### src/rtl/memory_responder.sv
// ---------------------------------------------------------------------------
// memory_responder
//
// Word-addressed single-port RAM that answers the CPU memory port.
// After reset a clear sweep writes zero to every word, one word per clock,
// and `ready` stays low until the sweep has written the last word. Once
// ready, every clock performs one access at `addr`:
//   we=1 : mem[addr] <= data, out <= previous mem[addr]  (read-first)
//   we=0 : out <= mem[addr]
// Read data is registered, so it appears on `out` one clock after `addr`.
//
// Optional feature (compile-time macro MEMORY_PARITY_EN):
//   Each stored word carries an extra even-parity bit. The bit is written as
//   ^data on every write and as 0 by the clear sweep. Every read with we=0 is
//   checked one clock after `out` is updated. A mismatch sets the sticky
//   `parity_err` flag, which only rst_n clears. Without the macro there is
//   no parity storage and no `parity_err` port.
//
// Ports
//   clk        in   1           clock, all state updates on posedge
//   rst_n      in   1           asynchronous, active-low reset
//   we         in   1           write enable for this cycle's addr/data
//   addr       in   ADDR_WIDTH  word address (read or write)
//   data       in   DATA_WIDTH  write data, used only when we=1
//   out        out  DATA_WIDTH  registered read data
//   ready      out  1           1 = clear sweep finished, requests accepted
//   parity_err out  1           sticky parity error (MEMORY_PARITY_EN only)
// ---------------------------------------------------------------------------
module memory_responder #(
    parameter int ADDR_WIDTH = 6,
    parameter int DATA_WIDTH = 16
) (
    input  logic                  clk,
    input  logic                  rst_n,
    input  logic                  we,
    input  logic [ADDR_WIDTH-1:0] addr,
    input  logic [DATA_WIDTH-1:0] data,
    output logic [DATA_WIDTH-1:0] out,
    output logic                  ready
`ifdef MEMORY_PARITY_EN
    ,
    output logic                  parity_err
`endif
);

    localparam int DEPTH = 2 ** ADDR_WIDTH;

`ifdef MEMORY_PARITY_EN
    localparam int WORD_WIDTH = DATA_WIDTH + 1;
`else
    localparam int WORD_WIDTH = DATA_WIDTH;
`endif

    // FSM encoding
    localparam logic [0:0] CLEAR = 1'b0;
    localparam logic [0:0] READY = 1'b1;

    // Terminal sweep address: detected by compare, the counter itself is
    // free to wrap afterwards because it is no longer used in READY.
    localparam logic [ADDR_WIDTH-1:0] LAST_ADDR = ADDR_WIDTH'(DEPTH - 1);

    // -----------------------------------------------------------------------
    // State
    // -----------------------------------------------------------------------
    logic [0:0]            state_reg;
    logic [0:0]            state_next;
    logic [ADDR_WIDTH-1:0] clr_addr_reg;
    logic [ADDR_WIDTH-1:0] clr_addr_next;

    // Storage array; no reset so it maps onto block RAM.
    logic [WORD_WIDTH-1:0] mem [DEPTH];

    // Single write port shared by the clear sweep and CPU writes.
    logic                  wr_en;
    logic [ADDR_WIDTH-1:0] wr_addr;
    logic [WORD_WIDTH-1:0] wr_word;

    // Registered read word (includes the parity bit when present).
    logic [WORD_WIDTH-1:0] rd_word_reg;

    // -----------------------------------------------------------------------
    // Next-state logic
    // -----------------------------------------------------------------------
    always_comb begin
        state_next    = state_reg;
        clr_addr_next = clr_addr_reg;
        if (state_reg == CLEAR) begin
            clr_addr_next = clr_addr_reg + ADDR_WIDTH'(1);
            if (clr_addr_reg == LAST_ADDR) begin
                state_next = READY;
            end
        end
    end

    always_ff @(posedge clk or negedge rst_n) begin
        if (!rst_n) begin
            state_reg    <= CLEAR;
            clr_addr_reg <= '0;
        end else begin
            state_reg    <= state_next;
            clr_addr_reg <= clr_addr_next;
        end
    end

    assign ready = (state_reg == READY);

    // -----------------------------------------------------------------------
    // Write-port mux: the sweep owns the port while clearing, so any CPU
    // write issued during CLEAR is simply dropped.
    // -----------------------------------------------------------------------
    always_comb begin
        wr_en   = 1'b0;
        wr_addr = addr;
        wr_word = '0;
        if (state_reg == CLEAR) begin
            wr_en   = 1'b1;
            wr_addr = clr_addr_reg;
            wr_word = '0;
        end else begin
            wr_en   = we;
            wr_addr = addr;
`ifdef MEMORY_PARITY_EN
            wr_word = {^data, data};
`else
            wr_word = data;
`endif
        end
    end

    always_ff @(posedge clk) begin
        if (wr_en) begin
            mem[wr_addr] <= wr_word;
        end
    end

    // -----------------------------------------------------------------------
    // Registered read. The non-blocking update of mem above means a read of
    // the address being written returns the old contents (read-first).
    // While clearing, the output is held at zero.
    // -----------------------------------------------------------------------
    always_ff @(posedge clk or negedge rst_n) begin
        if (!rst_n) begin
            rd_word_reg <= '0;
        end else if (state_reg == CLEAR) begin
            rd_word_reg <= '0;
        end else begin
            rd_word_reg <= mem[addr];
        end
    end

    assign out = rd_word_reg[DATA_WIDTH-1:0];

`ifdef MEMORY_PARITY_EN
    // -----------------------------------------------------------------------
    // Parity check, pipelined one stage behind the read register so the
    // check works on the registered word instead of an asynchronous array
    // read. rd_check_reg marks that rd_word_reg holds a plain READY read.
    // -----------------------------------------------------------------------
    logic rd_check_reg;
    logic parity_err_reg;

    always_ff @(posedge clk or negedge rst_n) begin
        if (!rst_n) begin
            rd_check_reg   <= 1'b0;
            parity_err_reg <= 1'b0;
        end else begin
            rd_check_reg   <= (state_reg == READY) && !we;
            // Even parity: a healthy word XORs to zero across all bits.
            parity_err_reg <= parity_err_reg | (rd_check_reg & (^rd_word_reg));
        end
    end

    assign parity_err = parity_err_reg;
`endif

endmodule

### config.mk
export PLATFORM = sky130hd
export DESIGN_NAME = memory_responder
export DESIGN_NICKNAME = d
export VERILOG_FILES = /design/src/rtl/memory_responder.sv
export SDC_FILE = /design/constraint.sdc
export NUM_CORES = 1
export LEC_CHECK = 0
export ABC_CLOCK_PERIOD_IN_PS = 2670
export BUFFER_PORTS_ARGS = -buffer_cell sky130_fd_sc_hd__buf_2
export CAP_MARGIN = 20
export CORE_MARGIN = 2
export CORE_UTILIZATION = 40
export CTS_BUF_LIST = sky130_fd_sc_hd__clkbuf_4 sky130_fd_sc_hd__clkbuf_8
export DETAILED_ROUTE_END_ITERATION = 8
export PLACE_DENSITY = 0.53
export REMOVE_ABC_BUFFERS = 1
export SETUP_SLACK_MARGIN = 0.15
export SYNTH_ARGS = -nofsm -noshare
export SYNTH_HDL_FRONTEND = slang
export SYNTH_SLANG_ARGS = --single-unit
### constraint.sdc
create_clock -name clk -period 2.67 [get_ports clk]
set_input_delay 0.4005 -clock clk [delete_from_list [all_inputs] [get_ports clk]]
set_output_delay 0.4005 -clock clk [all_outputs]
set_load 0.05 [all_outputs]
==> summary.txt <==
outcome -> finished clean
Leakage Power -> 12.8 nW
post-synthesis average cell area -> 22.3 sq um
Worst setup EP type -> output pin
fraction of the mapped netlist area in simple logic gates -> 0.0233
DPL Wire Length -> 67800 um
Core Box Area -> 100000 sq um
final wirelength -> 109000 um
global route total overflow -> 0
maximum level of the CTS H-tree -> 4
number of synthesized flops with an enable pin -> 1024
Synth area leaders -> sky130_fd_sc_hd__edfxtp_1, sky130_fd_sc_hd__mux4_2, sky130_fd_sc_hd__dfrtp_1, sky130_fd_sc_hd__mux4_1, sky130_fd_sc_hd__nor2_1
number of buffers created by CTS -> 170
clock tree from TritonCTS -> done
Hold Path Class -> input port to flop
family with the most delay on the worst path -> flip-flops
area of the mapped netlist -> 40300 sq um
async set-reset flop share out of synthesis -> 0.0220
clock tree buffer depth -> 3
crit path max-delay cell type -> sky130_fd_sc_hd__dfrtp_4
per-cell via count in the routed design -> 5.61
kind of start point of the critical path -> flop
sequential share of the synthesized area -> 0.777
switch share -> 0.208
Synth area leader -> sky130_fd_sc_hd__edfxtp_1
gpl congestion -> 0.878
RSZ-0062 raised after global routing -> false
clock root cell -> sky130_fd_sc_hd__clkbuf_8
Synth-to-Final Area Change -> 19.3%
Cell Area, Placed -> 44600 sq um
Final Hold Violating Endpoints -> 0
proportion of synthesized area in mux cells -> 0.155
clock sinks -> 1047
number of max-cap violations -> 0
total instance count after detailed placement -> 3288
sw power -> 6.72 mW
share of the synthesized area in the top cell type -> 0.763
Net count, final -> 2190
time the worst path needs with I/O delays and setup -> 2.41 ns
total die area -> 103000 sq um
flip-flop count of the largest register, all copies and words added -> 1024
wire length per cell -> 30.2 um
Internal Power -> 25.7 mW
final setup TNS -> 0 ns
share of the synthesized netlist area taken by xor and xnor gates -> 0.00109
clock network fraction of design power -> 0.426
vias in the first global route -> 20.9k
worst endpoint required time -> 2.27 ns
Top Ports -> 42
total routing usage reported by global routing -> 0.215
number of register bits inferred by synthesis -> 1047
synthesized-area fraction occupied by adder cells -> 0.000310
Critical Path, Cell by Cell -> buf_4 -> buf_2
starting utilization of the core area -> 0.403
DRC marker count from the first detailed-route iteration -> 1977
overall power of the completed layout -> 32.4 mW
initial antenna violation count -> 1
layout cell share with drive strength beyond 1 -> 0.366
worst path arrival time -> 2.01 ns
final non-filler cell area -> 48100 sq um
maximum vdd drop -> 0.000400 V
Pins Over Slew Limit -> 0
sequential group share of total power -> 0.548
Max Clk Rate -> 415 MHz
normalized max-slew margin -> 0.363
Die Height -> 321 um
share of the cycle needed by the critical path after routing -> 0.902
slew at the pin closest to its max-slew limit -> 0.950 ns
Cell variety after synth -> 57
PortBufs -> 41
number of remaining DRC errors -> 0
horizontal die dimension -> 321 um
Worst Setup Slack, final -> 0.261 ns
synthesis warning total -> 0
number of optimization iterations in the first detailed-route pass -> 6
clock slew at reported path FFs -> 0.06 ns
Combinational Power Share -> 0.026
Cell Rows -> 116
Filler cells -> 8203
final worst clock skew -> 0.0433 ns
number of setup violations in the final report -> 0
maximum number of pins on one net before global-route repair -> 65
buffering stage count on the worst path with inverters included -> 2
sequential cell area -> 31300 sq um
count of nets left with antenna violations after detail routing -> 0
area occupied by multi-input gates -> 8450 sq um
global-route wire length before repair -> 155000 um
dpl ws -> -0.168 ns
clock insertion delay at the later pin of the skew report -> 0.85 ns
total power density per cell area -> 674 nW/um^2
most used flip-flop cell after synthesis -> sky130_fd_sc_hd__edfxtp_1
Mapped Cells -> 1810
WS Path Type -> flop to output pin
largest family of logic cells by synthesized area -> multiplexers
total vias in the final route -> 20.2k
Compound-Gate Fraction of Synth Area -> 0.0289
Non-Filler Instances -> 3602
maximum cell stage delay along the critical path -> 0.58 ns
largest fanout of any net on the critical path -> 25
-- cell families after synthesis --
logic type	after synthesis
xor gates and xnor gates	5
and+or+nand+nor	198
buffers and inverters	101
muxes	292
AOI/OAI and AO/OA	166
adders and majority gates	1
DFF	1047
-- power groups by stage --
stage	Combinational, mW	Clock [mW]	Sequential, mW
floorplan	0.245	0	18.1
global placement	0.829	0	18.1
detailed placement	0.833	0	18.1
CTS	0.835	14.1	17.8
global route	0.873	14.8	17.8
finish	0.827	13.8	17.8
-- final cells by class --
class | instances | area share
clock buffer | 240 | 0.0608
antenna | 4 | 0.000208
inverter | 2 | 0.000156
tap | 1298 | 0.0338
timing repair buffer | 281 | 0.0673
multi-input combinational | 662 | 0.176
sequential | 1047 | 0.652
clock inverter | 68 | 0.00989
-- cell usage in the layout, fill, tap and decap left out, drive strengths merged, types with 11 or more instances in the layout --
cell type  instances
a211oi            15
and2              18
buf              279
clkbuf           241
clkinv            52
dfrtp             23
edfxtp          1024
mux2i             27
mux4             258
nand2             40
nand2b            12
nor2              83
nor2b             16
o21ai             33
o221ai            11
o22ai             48
-- synthesized netlist by cell type (8+ instances only) --
master                     number
sky130_fd_sc_hd__a221oi_1       8
sky130_fd_sc_hd__mux4_1        18
sky130_fd_sc_hd__nand2b_1      12
sky130_fd_sc_hd__dfrtp_1       23
sky130_fd_sc_hd__a211oi_1      15
sky130_fd_sc_hd__buf_6          8
sky130_fd_sc_hd__nor2b_1       16
sky130_fd_sc_hd__and2_1        18
sky130_fd_sc_hd__o21ai_0       32
sky130_fd_sc_hd__o22ai_1       48
sky130_fd_sc_hd__clkbuf_1      25
sky130_fd_sc_hd__o221ai_1      11
sky130_fd_sc_hd__edfxtp_1    1024
sky130_fd_sc_hd__mux2i_1       27
sky130_fd_sc_hd__nand2_1       40
sky130_fd_sc_hd__buf_1          9
sky130_fd_sc_hd__mux4_2       240
sky130_fd_sc_hd__nor2_1        83
sky130_fd_sc_hd__buf_4         18
sky130_fd_sc_hd__buf_2         34
-- worst reg2reg max path, delay by kind of cell (launching register included) --
| kind | cells | cell delay [ns] |
|---|---|---|
| buf+inv | 1 | 0.20 |
| simple gates | 3 | 0.91 |
| compound gates | 1 | 0.32 |
| flops | 1 | 0.58 |
-- metrics by stage --
step / hold WS, ns / util
2_1_floorplan: 0.105 / -
3_3_place_gp: 0.455 / 0.446
3_5_place_dp: 0.455 / 0.446
4_1_cts: 0.0120 / 0.480
5_1_grt: 0.0691 / 0.480
6_report: 0.109 / 0.481
-- what timing repair did --
action,4_1_cts,5_1_grt
gates resized for setup,0,1
hold buffers,1,0
setup buffers,0,0
setup endpoints to repair,0,50
hold endpoints to repair,23,0
-- worst paths after layout --
| check | startpoint | to | slack, ns | cells after the start |
|---|---|---|---|---|
| max in group asynchronous | rst_n | ready$_DFF_PN0_ | 2.04 | 2 |
| worst max register to register | ready$_DFF_PN0_ | mem[44][8]$_DFFE_PP_ | 0.32 | 5 |
| worst max-delay path | ready$_DFF_PN0_ | ready | 0.26 | 2 |
| worst min-delay path | addr[5] | out[10]$_DFF_PN0_ | 0.11 | 3 |
| min in group asynchronous | rst_n | out[2]$_DFF_PN0_ | 0.13 | 2 |
| worst min register to register | clr_addr_reg[0]$_DFFE_PN0N_ | clr_addr_reg[0]$_DFFE_PN0N_ | 0.50 | 1 |
-- layer usage --
| metal | track usage | wire [um] | vias to the layer above |
|---|---|---|---|
| met5 | 0 | 0 | - |
| met4 | 0.0768 | 3130 | 0 |
| met3 | 0.0542 | 7950 | 181 |
| met2 | 0.347 | 53400 | 755 |
| met1 | 0.284 | 44500 | 10800 |
| li1 | - | - | 8448 |
Note: power is estimated with default switching activity, not from simulation.
